### src/rtl/cmp_unit_pipe_if.sv
// Handshake bundle for cmp_unit_pipe: operand/decode request in, compare result out.
// master = producer side (execute issue + result consumer), slave = the compare unit.
interface cmp_unit_pipe_if #(
  parameter int XLEN = 32
);
  logic            in_valid;
  logic            in_ready;
  logic [XLEN-1:0] op1;
  logic [XLEN-1:0] op2;
  logic [6:0]      opcode;
  logic [2:0]      func3;
  logic            out_valid;
  logic            out_ready;
  logic [XLEN-1:0] result;
  logic            branch_taken;
  logic            illegal;

  modport master (
    output in_valid, op1, op2, opcode, func3, out_ready,
    input  in_ready, out_valid, result, branch_taken, illegal
  );

  modport slave (
    input  in_valid, op1, op2, opcode, func3, out_ready,
    output in_ready, out_valid, result, branch_taken, illegal
  );
endinterface

### src/rtl/cmp_unit_pipe.sv
// SLT-family and branch-condition compare unit; CMP_UNIT_PERF_EN adds delivered/taken counters.
// Latency: op accepted in cycle N is presented in cycle N+LATENCY; 1 op/cycle when unstalled.
// Backpressure: a stalled output holds; each stage refills in the same cycle it drains, in_ready falls when full.
module cmp_unit_pipe #(
  parameter int XLEN    = 32,
  parameter int LATENCY = 2
) (
  input  logic              clk,
  input  logic              rst_n,
  cmp_unit_pipe_if.slave    cmp
`ifdef CMP_UNIT_PERF_EN
  ,
  output logic [31:0]       perf_ops,
  output logic [31:0]       perf_taken
`endif
);

  localparam int LAST = LATENCY - 1;

  localparam logic [6:0] OPC_REG = 7'b0110011;
  localparam logic [6:0] OPC_IMM = 7'b0010011;
  localparam logic [6:0] OPC_BR  = 7'b1100011;

  // SLT results are only ever 0/1, so the pipe carries a single result bit.
  typedef struct packed {
    logic res;
    logic tkn;
    logic ill;
  } pay_t;

  logic eq, lt_s, lt_u;
  pay_t dec;

  assign eq   = (cmp.op1 == cmp.op2);
  assign lt_u = (cmp.op1 < cmp.op2);
  assign lt_s = ($signed(cmp.op1) < $signed(cmp.op2));

  always_comb begin
    dec     = '0;
    dec.ill = 1'b1;
    case (cmp.opcode)
      OPC_REG, OPC_IMM: begin
        case (cmp.func3)
          3'b010: begin dec.res = lt_s; dec.ill = 1'b0; end
          3'b011: begin dec.res = lt_u; dec.ill = 1'b0; end
          default: ;
        endcase
      end
      OPC_BR: begin
        dec.ill = 1'b0;
        case (cmp.func3)
          3'b000:  dec.tkn = eq;
          3'b001:  dec.tkn = !eq;
          3'b100:  dec.tkn = lt_s;
          3'b101:  dec.tkn = !lt_s;
          3'b110:  dec.tkn = lt_u;
          3'b111:  dec.tkn = !lt_u;
          default: dec.ill = 1'b1;
        endcase
      end
      default: ;
    endcase
  end

  logic [LATENCY-1:0] vld;
  logic [LATENCY-1:0] src_vld;
  logic [LATENCY:0]   adv;
  pay_t               pay     [LATENCY];
  pay_t               src_pay [LATENCY];

  // adv[k]: stage k may load this cycle; adv[LATENCY] is the downstream accept.
  always_comb begin
    adv[LATENCY] = cmp.out_ready;
    for (int k = LATENCY - 1; k >= 0; k--) begin
      adv[k] = !vld[k] || adv[k+1];
    end
  end

  always_comb begin
    src_vld[0] = cmp.in_valid;
    src_pay[0] = dec;
    for (int k = 1; k < LATENCY; k++) begin
      src_vld[k] = vld[k-1];
      src_pay[k] = pay[k-1];
    end
  end

  // Payload is only written when a valid op moves in, so idle stages do not toggle.
  always_ff @(posedge clk or negedge rst_n) begin
    if (!rst_n) begin
      vld <= '0;
      for (int k = 0; k < LATENCY; k++) begin
        pay[k] <= '0;
      end
    end else begin
      for (int k = 0; k < LATENCY; k++) begin
        if (adv[k]) begin
          vld[k] <= src_vld[k];
          if (src_vld[k]) begin
            pay[k] <= src_pay[k];
          end
        end
      end
    end
  end

  assign cmp.in_ready     = adv[0];
  assign cmp.out_valid    = vld[LAST];
  assign cmp.result       = {{(XLEN-1){1'b0}}, pay[LAST].res};
  assign cmp.branch_taken = pay[LAST].tkn;
  assign cmp.illegal      = pay[LAST].ill;

`ifdef CMP_UNIT_PERF_EN
  always_ff @(posedge clk or negedge rst_n) begin
    if (!rst_n) begin
      perf_ops   <= '0;
      perf_taken <= '0;
    end else if (vld[LAST] && cmp.out_ready) begin
      perf_ops <= perf_ops + 32'd1;
      if (pay[LAST].tkn) begin
        perf_taken <= perf_taken + 32'd1;
      end
    end
  end
`else
  // Counter-free build: nothing beyond the compare pipe.
`endif

endmodule

### src/flat_wrapper.sv
// flat-port wrapper written by rule: the top's interface ports become plain ports
module cmp_unit_pipe_flat 
#(
  parameter int XLEN    = 32,
  parameter int LATENCY = 2
)
  (clk, rst_n, cmp_in_valid, cmp_op1, cmp_op2, cmp_opcode, cmp_func3, cmp_out_ready, cmp_in_ready, cmp_out_valid, cmp_result, cmp_branch_taken, cmp_illegal);
  cmp_unit_pipe_if #(.XLEN(XLEN)) cmp_i ();
  input  logic clk;
  input  logic rst_n;
  input wire logic [$bits(cmp_i.in_valid)-1:0] cmp_in_valid;
  input wire logic [$bits(cmp_i.op1)-1:0] cmp_op1;
  input wire logic [$bits(cmp_i.op2)-1:0] cmp_op2;
  input wire logic [$bits(cmp_i.opcode)-1:0] cmp_opcode;
  input wire logic [$bits(cmp_i.func3)-1:0] cmp_func3;
  input wire logic [$bits(cmp_i.out_ready)-1:0] cmp_out_ready;
  output wire logic [$bits(cmp_i.in_ready)-1:0] cmp_in_ready;
  output wire logic [$bits(cmp_i.out_valid)-1:0] cmp_out_valid;
  output wire logic [$bits(cmp_i.result)-1:0] cmp_result;
  output wire logic [$bits(cmp_i.branch_taken)-1:0] cmp_branch_taken;
  output wire logic [$bits(cmp_i.illegal)-1:0] cmp_illegal;
  assign cmp_i.in_valid = cmp_in_valid;
  assign cmp_i.op1 = cmp_op1;
  assign cmp_i.op2 = cmp_op2;
  assign cmp_i.opcode = cmp_opcode;
  assign cmp_i.func3 = cmp_func3;
  assign cmp_i.out_ready = cmp_out_ready;
  assign cmp_in_ready = cmp_i.in_ready;
  assign cmp_out_valid = cmp_i.out_valid;
  assign cmp_result = cmp_i.result;
  assign cmp_branch_taken = cmp_i.branch_taken;
  assign cmp_illegal = cmp_i.illegal;
  cmp_unit_pipe #(.XLEN(XLEN), .LATENCY(LATENCY)) u_core (.clk(clk), .rst_n(rst_n), .cmp(cmp_i));
endmodule
### config.mk
export PLATFORM = sky130hd
export DESIGN_NAME = cmp_unit_pipe_flat
export DESIGN_NICKNAME = d
export VERILOG_FILES = /design/src/rtl/cmp_unit_pipe_if.sv /design/src/rtl/cmp_unit_pipe.sv /design/src/flat_wrapper.sv
export SDC_FILE = /design/constraint.sdc
export NUM_CORES = 1
export LEC_CHECK = 0
export BUFFER_PORTS_ARGS = -buffer_cell sky130_fd_sc_hd__buf_4
export CELL_PAD_IN_SITES_DETAIL_PLACEMENT = 0
export CELL_PAD_IN_SITES_GLOBAL_PLACEMENT = 1
export CORE_MARGIN = 4
export CORE_UTILIZATION = 29
export CTS_CLUSTER_DIAMETER = 150
export DETAILED_ROUTE_END_ITERATION = 8
export GPL_ROUTABILITY_DRIVEN = 0
export MAX_ROUTING_LAYER = met4
export PLACE_DENSITY_LB_ADDON = 0.1
export SLEW_MARGIN = 20
export SYNTH_ARGS = -nofsm -noshare
export SYNTH_HDL_FRONTEND = slang
export SYNTH_SLANG_ARGS = --single-unit
### constraint.sdc
create_clock -name clk -period 3.1 [get_ports clk]
set_clock_uncertainty 0.15 [all_clocks]
set_input_delay 0.31 -clock clk [delete_from_list [all_inputs] [get_ports clk]]
set_output_delay 0.31 -clock clk [all_outputs]
set_load 0.01 [all_outputs]
Yosys cells after proc, flatten, opt, wreduce, memory -nomap -nowiden
Index checks and enable logic that the tools add are counted.

storage, ports and cells
  register bits after elaboration = 8
  bits of input ports = 78
  output and inout bits = 36
  word-level logic and storage cells = 41

cells by class
  magnitude comparators = 2
  eq/ne operators = 11
  multiplexer cells = 7
  reduce and logical (&&, ||, !) cells = 13

operators with widths
  operator                                             count
  < comparator 32 bit                                  2
  equality test 32 bit                                 1
  equality test 3 bit, second input constant           4
  equality test 7 x 5 -> 1 bit, second input constant  1
  equality test 7 x 6 -> 1 bit, second input constant  1
  equality test 7 bit, second input constant           1
  equality test 3 x 2 -> 1 bit, second input constant  2
  one-hot mux 1 bit (6 select lines)                   1
  OR reduction 6 bit                                   1
  logical NOT 1 bit                                    5
  2-to-1 mux 1 bit                                     4
  one-hot mux 1 bit (2 select lines)                   2
  AND reduction 2 bit                                  2
  OR reduction 2 bit                                   2
  equality test 3 x 1 -> 1 bit, second input constant  1
  logical NOT 3 bit                                    1
  logical OR 1 bit                                     2

Logic depth before layout (Yosys ltp)
  depth after elaboration = 4
  mapped depth = 8
  mapped depth without buffers = 8

Least setup slack after synthesis
No wires, ideal clock.

  path kind = input to register
  start = input cmp_op2[23]
  end = register u_core.pay[4] (netlist bit)
  library setup time = 135 ps
  arrival = 1918 ps
  data required time = 2815 ps
  setup slack = 898 ps
  stages on the path = 7
  path buffers = 0
  path through = inv_1 ha_1 nand4_1 or4_4 or3_4 a32oi_1 o211ai_1

on the way
  cells in the longest elaborated chain, start to end = 4
  elaborated cells on any way between the ends = 8
  classes of those cells = 2 x order compare; 1 x eq/ne; 2 x mux; 3 x reduce/logical

RTL lines
  item                                         RTL line                                                       text
  start: declaration                           flat_wrapper.sv:13                                             input wire logic [$bits(cmp_i.op2)-1:0] cmp_op2;
  < comparator 32 bit (tied with other cells)  cmp_unit_pipe.sv:35                                            assign lt_u = (cmp.op1 < cmp.op2);
  logical NOT 1 bit, on equally long branches  cmp_unit_pipe.sv:57, cmp_unit_pipe.sv:53, cmp_unit_pipe.sv:55
  one-hot mux 1 bit (6 select lines) (*)       cmp_unit_pipe.sv:51                                            case (cmp.func3)
  2-to-1 mux 1 bit (*)                         cmp_unit_pipe.sv:41                                            case (cmp.opcode)
  end signal: indexed assignment               cmp_unit_pipe.sv:100                                           pay[k] <= src_pay[k];
  end: declaration                             cmp_unit_pipe.sv:68                                            pay_t pay [LATENCY];

Every way passes the cells marked *; elsewhere a longest branch is shown, timed or not.
A chain may end at the register's enable or synchronous reset.

Worst setup path after layout
  start = input cmp_op2[31]
  end = register u_core.pay[5] (netlist bit)

on the way
  cells in the longest elaborated chain, start to end = 3
  elaborated cells on any way between the ends = 4
  classes of those cells = 2 x order compare; 2 x mux

RTL lines
  item                                           RTL line                                  text
  < comparator 32 bit, on equally long branches  cmp_unit_pipe.sv:35, cmp_unit_pipe.sv:36
  one-hot mux 1 bit (2 select lines) (*)         cmp_unit_pipe.sv:43                       case (cmp.func3)
  2-to-1 mux 1 bit (*)                           cmp_unit_pipe.sv:41

Marked as above.

==> flow_summary.yaml <==
logic_synthesis:
  ys.flop_type: "dfrtp_1"
  yosysUniqueCellTypes: 41
  ys_warn_count: 0
  async_reset_ff_frac: 1.000
  syn_avg_cell_area_um2: 7.900
  syn_area_um2: 1509
  synth_seq_cells: 8
  syn_inst: 191
  seq_area_frac_synth: 0.1327
  synth_edf_count: 0
global_route:
  antenna_found_initial: 0
  grt-ovfl-total: 0
  track_usage: 0.1078
  first_global_vias: 1453
  grt_first_pass_wirelength_um: 5747
  grt_max_degree: 9
floorplanning:
  start_util: 0.3092
  core_um2: 4880
  ios: 114
  die_y_um: 80.14
  rows: 25
  die_w_um: 80.14
  die_area_um2: 6422
detailed_routing:
  routed_via_density: 4.190
  met3_wirelength_um: 356
  route.detailed.drc: 0
  routedWlPerCell_um: 10.26
  met1_length_um: 1530
  first_pass_iters: 4
  drt-initial-drc-count: 16
  vias: 1433
  wirelength_um: 3509
  ant_nets: 0
  routed.top_layer: "met3"
  dr_wl_met2_um: 1623
layout:
  fillers: 523
  drive_gt1_frac: 0.3200
  fin_nets: 387
  synthToLayoutAreaGrowth_pct: 41.29
  final_util: 0.4369
  antennaDiodeCount: 0
min_path:
  min_path_type: "in -> reg"
cts:
  cts-htree-levels: 1
  cts_inserted_buffers: 3
  clock_sinks: 8
  worst_skew_pair.late_latency_ps: 220
  root_buffer: "clkbuf_8"
  cts_tree: "built"
  cts_resized: 0
  cts_buffer_depth: 2
  clk_pin_slew_ps: 40
placement:
  port_buffers: 82
  dp_hpwl_um: 3325
timing:
  worstMarginPinSlew_ps: 475.4
  rsz0062_at_grt: "false"
  fin_crit_sh: 0.6978
  min_period_ps: 2163
  max_slew_margin: 0.6749
  slew_viol_final: 0
  finalSetupTns_ps: 0
  setup_violations: 0
  fmax_ghz: 0.4623
  finalHoldViolations: 0
setup_path:
  crit_chain: "buf_4, inv_1, ha_1, nand4_1, nor3_1, a221o_1, or2_1, or4_1, o21ai_1"
  slowest_delay_ps: 470
  cp-end-kind: "flip-flop"
  crit_buf_inv: 2
  critPathLaunchType: "input port"
  path_delay_family: "simple AND/OR/NAND/NOR gates"
  required_ps: 3100
  crit_slowest_cell: "or4_1"
  worstPathArrival_ps: 2160
  cp_max_fo: 4
  crit_type: "in -> reg"
power_and_ir_drop:
  power_leakage_nw: 1.236
  power_density_nw_per_um2: 213.7
  vdd_drop_max_mv: 0.1088
status:
  status: "finished clean"
job:
  maxCapViolCount: 0
==> worst reg2reg max path, stage by stage (launching register included) <==
cell and delay (ps):
dfrtp_1 360, nand3b_1 170, nand2_4 150, mux2i_1 300, nor4_1 110, a32oi_1 200
o211ai_1 100
==> where the power goes <==
part	internal, mW	switching (mW)	total, mW
clock	0.0837	0.0365	0.120
sequential	0.112	0.00433	0.116
combinational	0.120	0.0990	0.219
==> per-layer routing <==
metal | vias to the layer above | GRT usage
li1 | 766 | -
met1 | 602 | 0.1363
met2 | 65 | 0.1838
met3 | 0 | 0.01570
met4 | 0 | 0.02027
met5 | - | -
==> logic make-up (layout without fill, tap and decap cells) <==
logic type      Yosys count  after routing  synth area share
simple gates             50             50            0.1949
buf+inv                  65            119            0.2413
other cells               1             31          0.002485
xor+xnor                  1              1          0.005805
flops                     8              8            0.1327
fa+ha+maj                32             32            0.2653
compound gates           30             30            0.1285
mux                       4              4           0.02902
==> final timing paths <==
check                      cells past startpoint           from  slack [ps]            endpoint
hold / removal                                 2   cmp_in_valid         170       u_core.vld[0]
max in group asynchronous                      2          rst_n        2390       u_core.pay[5]
min in group asynchronous                      2          rst_n         290  u_core.cmp.illegal
hold reg to reg                                2  u_core.pay[3]         320       u_core.pay[3]
setup reg to reg                               6  u_core.vld[0]        1430       u_core.pay[4]
setup / recovery                               9    cmp_op2[31]         940       u_core.pay[5]
==> state kept, by name, summed over array words and instances (netlist names) <==
| signal | count |
|---|---|
| u_core.cmp.branch_taken | 1 |
| u_core.cmp.illegal | 1 |
| u_core.cmp.result | 1 |
| u_core.pay | 3 |
| u_core.vld | 2 |
==> placed cells by master (no fill, tap or decap), types with 3 or more instances in the layout <==
| cell | count |
|---|---|
| o21ai_0 | 3 |
| conb_1 | 31 |
| buf_4 | 82 |
| ha_1 | 32 |
| nand2_1 | 12 |
| inv_1 | 33 |
| nand3_1 | 3 |
| clkbuf_8 | 3 |
| nand4_1 | 8 |
| nor2_1 | 5 |
| nand2b_1 | 5 |
| mux2_1 | 3 |
| a21oi_1 | 12 |
| dfrtp_1 | 8 |
==> what timing repair did <==
| item | CTS | global route |
|---|---|---|
| hold buffers | 1 | 0 |
| buffers inserted | 0 | 0 |
| hold endpoints to repair | 8 | 0 |
==> metrics by stage <==
| step | std cells | hold slack [ps] | cell area (um2) | worst slack (ps) | total power [mW] |
|---|---|---|---|---|---|
| floorplan | 221 | -135.6 | 1622 | 897.6 | 0.2572 |
| global placement | 338 | -17.34 | 2081 | 696.1 | 0.3372 |
| detailed placement | 338 | -18.03 | 2081 | 686.7 | 0.3370 |
| CTS | 342 | 169.0 | 2132 | 919.1 | 0.4631 |
| global route | 342 | 172.5 | 2132 | 782.3 | 0.5009 |
| finish | 342 | 170.2 | 2132 | 936.7 | 0.4555 |
==> cell type report <==
type	instances	area, um2	area share
repair buffers	83	625.6	0.2934
flip-flops and latches	8	200.2	0.09390
multi-input cells	148	1057	0.4959
well taps	67	83.83	0.03932
clock buffers	3	41.29	0.01937
inverters	33	123.9	0.05810
==> synth_stat cells, types with 2 or more instances <==
master    instances  area [um2]
o211ai_1          2       15.01
dfrtp_1           8       200.2
buf_4            32       240.2
or4_1             2       15.01
inv_1            33       123.9
nand4_1           8       50.05
nor2_1            5       18.77
nor3b_1           2       15.01
ha_1             32       400.4
nor3_1            2       10.01
mux2_1            3       33.78
o21ai_1           2       10.01
nand2_1          12       45.04
a21oi_1          12       60.06
nand2b_1          5       31.28
a32oi_1           2       17.52
nand3_1           3       15.01
o21ai_0           3       15.01
Note: power is estimated with default switching activity, not from simulation.
